<file path="src/rtl/mips_ctrl_pkg.sv">
// Shared constants for the multicycle MIPS controller: opcodes, ALU op codes,
// controller state encoding and datapath mux selects.
package mips_ctrl_pkg;

  localparam int unsigned CntW = 4;

  localparam logic [5:0] OP_RTYPE = 6'b000000;
  localparam logic [5:0] OP_LW    = 6'b100011;
  localparam logic [5:0] OP_SW    = 6'b101011;
  localparam logic [5:0] OP_BEQ   = 6'b000100;
  localparam logic [5:0] OP_ADDI  = 6'b001000;
  localparam logic [5:0] OP_ANDI  = 6'b001100;
  localparam logic [5:0] OP_J     = 6'b000010;
  localparam logic [5:0] OP_JAL   = 6'b000011;

  localparam logic [1:0] ALU_ADD  = 2'b00;
  localparam logic [1:0] ALU_SUB  = 2'b01;
  localparam logic [1:0] ALU_FUNC = 2'b10;
  localparam logic [1:0] ALU_AND  = 2'b11;

  localparam logic [1:0] REG_DST_RT  = 2'b00;
  localparam logic [1:0] REG_DST_RD  = 2'b01;
  localparam logic [1:0] REG_DST_R31 = 2'b10;

  localparam logic [1:0] M2R_ALUOUT = 2'b00;
  localparam logic [1:0] M2R_MDR    = 2'b01;
  localparam logic [1:0] M2R_PC     = 2'b10;

  localparam logic [1:0] SRC_B_REG    = 2'b00;
  localparam logic [1:0] SRC_B_FOUR   = 2'b01;
  localparam logic [1:0] SRC_B_IMM    = 2'b10;
  localparam logic [1:0] SRC_B_IMM_SH = 2'b11;

  localparam logic [1:0] PC_SRC_ALU    = 2'b00;
  localparam logic [1:0] PC_SRC_ALUOUT = 2'b01;
  localparam logic [1:0] PC_SRC_JUMP   = 2'b10;
  localparam logic [1:0] PC_SRC_REG    = 2'b11;

  typedef enum logic [3:0] {
    StFetch   = 4'd0,
    StDecode  = 4'd1,
    StMemAdr  = 4'd2,
    StMemRd   = 4'd3,
    StMemWb   = 4'd4,
    StMemWr   = 4'd5,
    StRtypeEx = 4'd6,
    StRtypeWb = 4'd7,
    StBeq     = 4'd8,
    StAddiEx  = 4'd9,
    StAndiEx  = 4'd10,
    StImmWb   = 4'd11,
    StJump    = 4'd12,
    StJal     = 4'd13
  } state_e;

endpackage

</file>
<file path="src/rtl/mem_wait_counter.sv">
// Memory wait-state counter shared by FETCH and MEMRD; done flags the cycle on
// which memory data is valid.
module mem_wait_counter
  import mips_ctrl_pkg::*;
#(
  parameter int unsigned MEM_WAIT = 0
) (
  input  logic clk,
  input  logic rst,
  input  logic clr,
  input  logic en,
  output logic done
);

  localparam logic [CntW-1:0] WaitMax = CntW'(MEM_WAIT);

  logic [CntW-1:0] cnt_q, cnt_d;

  always_comb begin
    cnt_d = cnt_q;
    if (clr) begin
      cnt_d = '0;
    end else if (en) begin
      cnt_d = cnt_q + CntW'(1);
    end
  end

  always_ff @(posedge clk) begin
    if (rst) begin
      cnt_q <= '0;
    end else begin
      cnt_q <= cnt_d;
    end
  end

  assign done = (cnt_q == WaitMax);

endmodule

</file>
<file path="src/rtl/multicycle_controller.sv">
// Main control FSM of the multicycle MIPS datapath: sequences each instruction
// and decodes every datapath mux select and enable from the current state.
module multicycle_controller
  import mips_ctrl_pkg::*;
#(
  parameter int unsigned MEM_WAIT = 0
) (
  input  logic       clk,
  input  logic       rst,
  input  logic [5:0] opcode,
  input  logic       zero,
  input  logic       jrsel,
  output logic       pc_en,
  output logic       i_or_d,
  output logic       mem_read,
  output logic       mem_write,
  output logic       ir_write,
  output logic [1:0] reg_dst,
  output logic [1:0] mem_to_reg,
  output logic       reg_write,
  output logic       alu_src_a,
  output logic [1:0] alu_src_b,
  output logic [1:0] alu_op,
  output logic [1:0] pc_src,
  output logic [3:0] state_o
);

  state_e     state_q, state_d;
  logic [5:0] op_q;
  logic       cnt_en, cnt_clr, cnt_done;
  logic       pc_write, pc_write_cond;

  assign cnt_en  = (state_q == StFetch) || (state_q == StMemRd);
  assign cnt_clr = cnt_en && cnt_done;

  mem_wait_counter #(
    .MEM_WAIT(MEM_WAIT)
  ) u_wait_cnt (
    .clk (clk),
    .rst (rst),
    .clr (cnt_clr),
    .en  (cnt_en),
    .done(cnt_done)
  );

  always_ff @(posedge clk) begin
    if (rst) begin
      state_q <= StFetch;
      op_q    <= '0;
    end else begin
      state_q <= state_d;
      if (state_q == StDecode) begin
        op_q <= opcode;
      end
    end
  end

  always_comb begin
    state_d = StFetch;
    unique case (state_q)
      StFetch:   state_d = cnt_done ? StDecode : StFetch;
      StDecode: begin
        case (opcode)
          OP_RTYPE:     state_d = StRtypeEx;
          OP_LW, OP_SW: state_d = StMemAdr;
          OP_BEQ:       state_d = StBeq;
          OP_ADDI:      state_d = StAddiEx;
          OP_ANDI:      state_d = StAndiEx;
          OP_J:         state_d = StJump;
          OP_JAL:       state_d = StJal;
          default:      state_d = StFetch;
        endcase
      end
      StMemAdr:  state_d = (op_q == OP_SW) ? StMemWr : StMemRd;
      StMemRd:   state_d = cnt_done ? StMemWb : StMemRd;
      StRtypeEx: state_d = jrsel ? StFetch : StRtypeWb;
      StAddiEx:  state_d = StImmWb;
      StAndiEx:  state_d = StImmWb;
      default:   state_d = StFetch;
    endcase
  end

  always_comb begin
    pc_write      = 1'b0;
    pc_write_cond = 1'b0;
    i_or_d        = 1'b0;
    mem_read      = 1'b0;
    mem_write     = 1'b0;
    ir_write      = 1'b0;
    reg_dst       = REG_DST_RT;
    mem_to_reg    = M2R_ALUOUT;
    reg_write     = 1'b0;
    alu_src_a     = 1'b0;
    alu_src_b     = SRC_B_REG;
    alu_op        = ALU_ADD;
    pc_src        = PC_SRC_ALU;
    unique case (state_q)
      StFetch: begin
        mem_read  = 1'b1;
        alu_src_b = SRC_B_FOUR;
        ir_write  = cnt_done;
        pc_write  = cnt_done;
      end
      StDecode:  alu_src_b = SRC_B_IMM_SH;
      StMemAdr: begin
        alu_src_a = 1'b1;
        alu_src_b = SRC_B_IMM;
      end
      StMemRd: begin
        mem_read = 1'b1;
        i_or_d   = 1'b1;
      end
      StMemWb: begin
        mem_to_reg = M2R_MDR;
        reg_write  = 1'b1;
      end
      StMemWr: begin
        mem_write = 1'b1;
        i_or_d    = 1'b1;
      end
      StRtypeEx: begin
        alu_src_a = 1'b1;
        alu_op    = ALU_FUNC;
        // jr resolves here: jump to A and skip writeback
        if (jrsel) begin
          pc_write = 1'b1;
          pc_src   = PC_SRC_REG;
        end
      end
      StRtypeWb: begin
        reg_dst   = REG_DST_RD;
        reg_write = 1'b1;
      end
      StBeq: begin
        alu_src_a     = 1'b1;
        alu_op        = ALU_SUB;
        pc_write_cond = 1'b1;
        pc_src        = PC_SRC_ALUOUT;
      end
      StAddiEx: begin
        alu_src_a = 1'b1;
        alu_src_b = SRC_B_IMM;
      end
      StAndiEx: begin
        alu_src_a = 1'b1;
        alu_src_b = SRC_B_IMM;
        alu_op    = ALU_AND;
      end
      StImmWb:   reg_write = 1'b1;
      StJump: begin
        pc_write = 1'b1;
        pc_src   = PC_SRC_JUMP;
      end
      StJal: begin
        pc_write   = 1'b1;
        pc_src     = PC_SRC_JUMP;
        reg_write  = 1'b1;
        reg_dst    = REG_DST_R31;
        mem_to_reg = M2R_PC;
      end
      default: ;
    endcase
    // Strobes drop in the very cycle reset is seen, not one edge later
    if (rst) begin
      pc_write      = 1'b0;
      pc_write_cond = 1'b0;
      i_or_d        = 1'b0;
      mem_read      = 1'b0;
      mem_write     = 1'b0;
      ir_write      = 1'b0;
      reg_dst       = '0;
      mem_to_reg    = '0;
      reg_write     = 1'b0;
      alu_src_a     = 1'b0;
      alu_src_b     = '0;
      alu_op        = '0;
      pc_src        = '0;
    end
  end

  assign pc_en   = pc_write | (pc_write_cond & zero);
  assign state_o = rst ? StFetch : state_q;

endmodule
</file>
<file path="config.mk">
export PLATFORM = sky130hd
export DESIGN_NAME = multicycle_controller
export DESIGN_NICKNAME = d
export VERILOG_FILES = /design/src/rtl/mips_ctrl_pkg.sv /design/src/rtl/mem_wait_counter.sv /design/src/rtl/multicycle_controller.sv
export SDC_FILE = /design/constraint.sdc
export NUM_CORES = 1
export LEC_CHECK = 0
export CAP_MARGIN = 10
export CORE_ASPECT_RATIO = 0.75
export CORE_UTILIZATION = 47
export DETAILED_ROUTE_END_ITERATION = 8
export PLACE_DENSITY = 0.88
export SYNTH_ARGS = -nofsm -noshare
export SYNTH_HDL_FRONTEND = slang
export SYNTH_SLANG_ARGS = --single-unit
</file>
<file path="constraint.sdc">
create_clock -name clk -period 2.3 [get_ports clk]
set_input_delay 0.575 -clock clk [delete_from_list [all_inputs] [get_ports clk]]
set_output_delay 0.575 -clock clk [all_outputs]
set_load 0.1 [all_outputs]
</file>
==> results.cfg <==
[global_routing]
grtUsageMet2_pct = 60.7
grt_pass1_wl_mm = 6.39
grt_pass1_vias = 1344
grt.busiest_layer = met2
grt_usage_pct = 33.9
antenna_found_initial = 0
grt_overflow_total = 0
met1_usage_pct = 39.1
grt_util_met3_pct = 7.46
grt_max_degree = 21

[critical_path]
cp_max_fo = 11
slowest_delay_ns = 0.43
path_cells = xnor2_1, mux2i_1, a22oi_1, nor2_4, buf_12
crit_buf_inv = 1
slowest_stage = dfxtp_4
cp_top_family = flip-flops
critPathLaunchType = flip-flop
required_ns = 1.73
worst_ep_arrival_time_ns = 1.72
path_class = flip-flop to output pin
end_kind = output pin

[clock_network]
clock_latency_ns = 0.28
clkTransAtPathRegs_ns = 0.09
htree_levels = 1
clock_path_buffers = 2
hold_buffers = 0
cts.sinks = 14
cts_tree = done
numCtsBuffers = 3
cts-root-buf = clkbuf_4

[die]
die_h_um = 43.8
die_x_um = 57.8
core_um2 = 2100
fp.dieArea_um2 = 2530
start_util_pct = 52.2
pin_count = 31
std_cell_rows = 14

[sta]
fmax_mhz = 436
final_hold_viol_count = 0
slew_violations = 0
finClkSkew_ns = 0.0104
setup_viol = 0
worst_pin_slew_ns = 0.379
period_minus_slack_ns = 2.29
rsz0062_at_grt = true
holdWs_ns = 0.491
max_slew_margin_pct = 74.6
fin_crit_sh_pct = 99.7

[drt]
drtIter0Drc = 99
vias_per_cell = 6.60
drc = 1
ant_nets = 0
firstDrtPassIters = 9
wl_per_cell_um = 20.2
num_vias = 1380
wl_mm = 4.21

[placed_design]
place_area_um2 = 1850
place_congestion = 0.820
hpwl_mm = 2.85
io_buffers = 30

[logic_synthesis]
seq_area_frac_synth_pct = 25.5
synth_top_area_share_pct = 25.5
synth_edf_count = 0
synthFlopType = dfxtp_1
yosys_warnings = 0
synth.largest_area_cell = dfxtp_1
synth.top_cells.by_area = dfxtp_1 (26%), a21oi_1 (6.4%), nand2_1 (6.2%), nor2_1 (6.2%), nor3_1 (3.6%)
synth_nets = 158
ys_ff_latch = 14
netlist_instances = 146
avgSynthCellArea_um2 = 7.52
syn_area_um2 = 1100
postSynth.asyncResetShare_pct = 0
synthDistinctLibCells = 43

[cells_and_area]
utilization_pct = 93.3
layout.nets = 198
syn_to_final_growth_pct = 78.8
final_cell_mix = buf_12 (21), nand2_1 (16), a21oi_1 (14), buf_4 (14), nor2_1 (12)
mostFrequentLayoutCell = buf_12
drive_above_1_share_pct = 44.3
fin_area_um2 = 1960
antennaDiodeCount = 0
fillers = 71

[worst_hold_path]
hold_class = flip-flop to flip-flop

[power]
irDropWorstVdd_v = 0.000363
leakage_nw = 0.741
p_per_area_nw_per_um2 = 372

[outcome]
violations = design-rule violations
status = finished, violations left

[run]
maxCapViolations = 0
-- repair_timing --
action / in CTS / in global routing
pin swaps: 1 / 4
endpoints found under the setup margin: 3 / 5
buffers inserted: 0 / 3
resized for setup: 9 / 9
-- flip-flops by register name (all words and copies together) (netlist names) --
register,count
op_q,6
state_q,4
u_wait_cnt.cnt_q,4
-- through the flow --
stage               total power, mW  setup WS, ns  instances  TNS [ns]
floorplan                     0.457        -0.596        146     -2.95
global placement              0.539       0.00416        202         0
detailed placement            0.549       -0.0401        202   -0.0401
CTS                           0.719      -0.00339        206  -0.00339
global route                  0.756       -0.0796        209   -0.0974
finish                        0.729       0.00626        209         0
-- layer usage --
layer  up-vias  wire, um  share of wire, %
li1        601         -                 -
met1       655      1600                38
met2       100      2090                50
met3        24       346               8.2
met4         0       174               4.1
met5         -         0                 0
-- layout make-up --
class | count | area [um2] | area share (%)
flip-flops and latches | 14 | 293 | 14.9
inverters | 4 | 17.5 | 0.893
multi-input cells | 117 | 952 | 48.5
clock buffers | 4 | 36.3 | 1.85
well taps | 24 | 30.0 | 1.53
repair buffers | 46 | 633 | 32.3
-- worst min-delay path, delay by kind of cell, from the launching register on --
kind | cells | cell delay [ns]
simple gates | 1 | 0.06
flops | 1 | 0.33
compound gates | 1 | 0.06
-- synth_stat cells, types with 2 or more instances --
library cell  number
a21oi_1           14
a22oi_1            2
a31oi_1            4
buf_2              2
buf_4              3
buf_6              2
clkbuf_1           4
dfxtp_1           14
ha_1               2
inv_1              4
mux2_1             2
mux2i_1            3
nand2_1           18
nand2b_1           5
nand3_1            2
nand4_1            3
nor2_1            18
nor2b_1            6
nor3_1             8
nor3b_1            3
nor4_1             2
o21ai_1            2
or3_1              2
xor2_1             2
-- worst paths after layout --
path,endpoint,slack (ns),startpoint,cells past startpoint
max,reg_write,0.006,state_q[3],5
min reg2reg,op_q[3],0.49,op_q[3],2
min,op_q[3],0.49,op_q[3],2
max reg2reg,state_q[0],0.61,u_wait_cnt.cnt_q[1],8
-- cell families after synthesis --
logic type	share of synthesized area, %
adder cells (fa/ha/maj)	2.28
multiplexers	4.79
buffers and inverters	7.75
flip-flops	25.5
AO/OA/AOI/OAI	18.0
XOR/XNOR	2.39
AND/OR/NAND/NOR	39.2
-- power by group --
part	leakage, nW	switching (mW)	internal [mW]
logic	0.603	0.183	0.105
clock network	0.0210	0.0791	0.0963
registers	0.117	0.0143	0.252
Note: power is estimated with default switching activity, not from simulation.
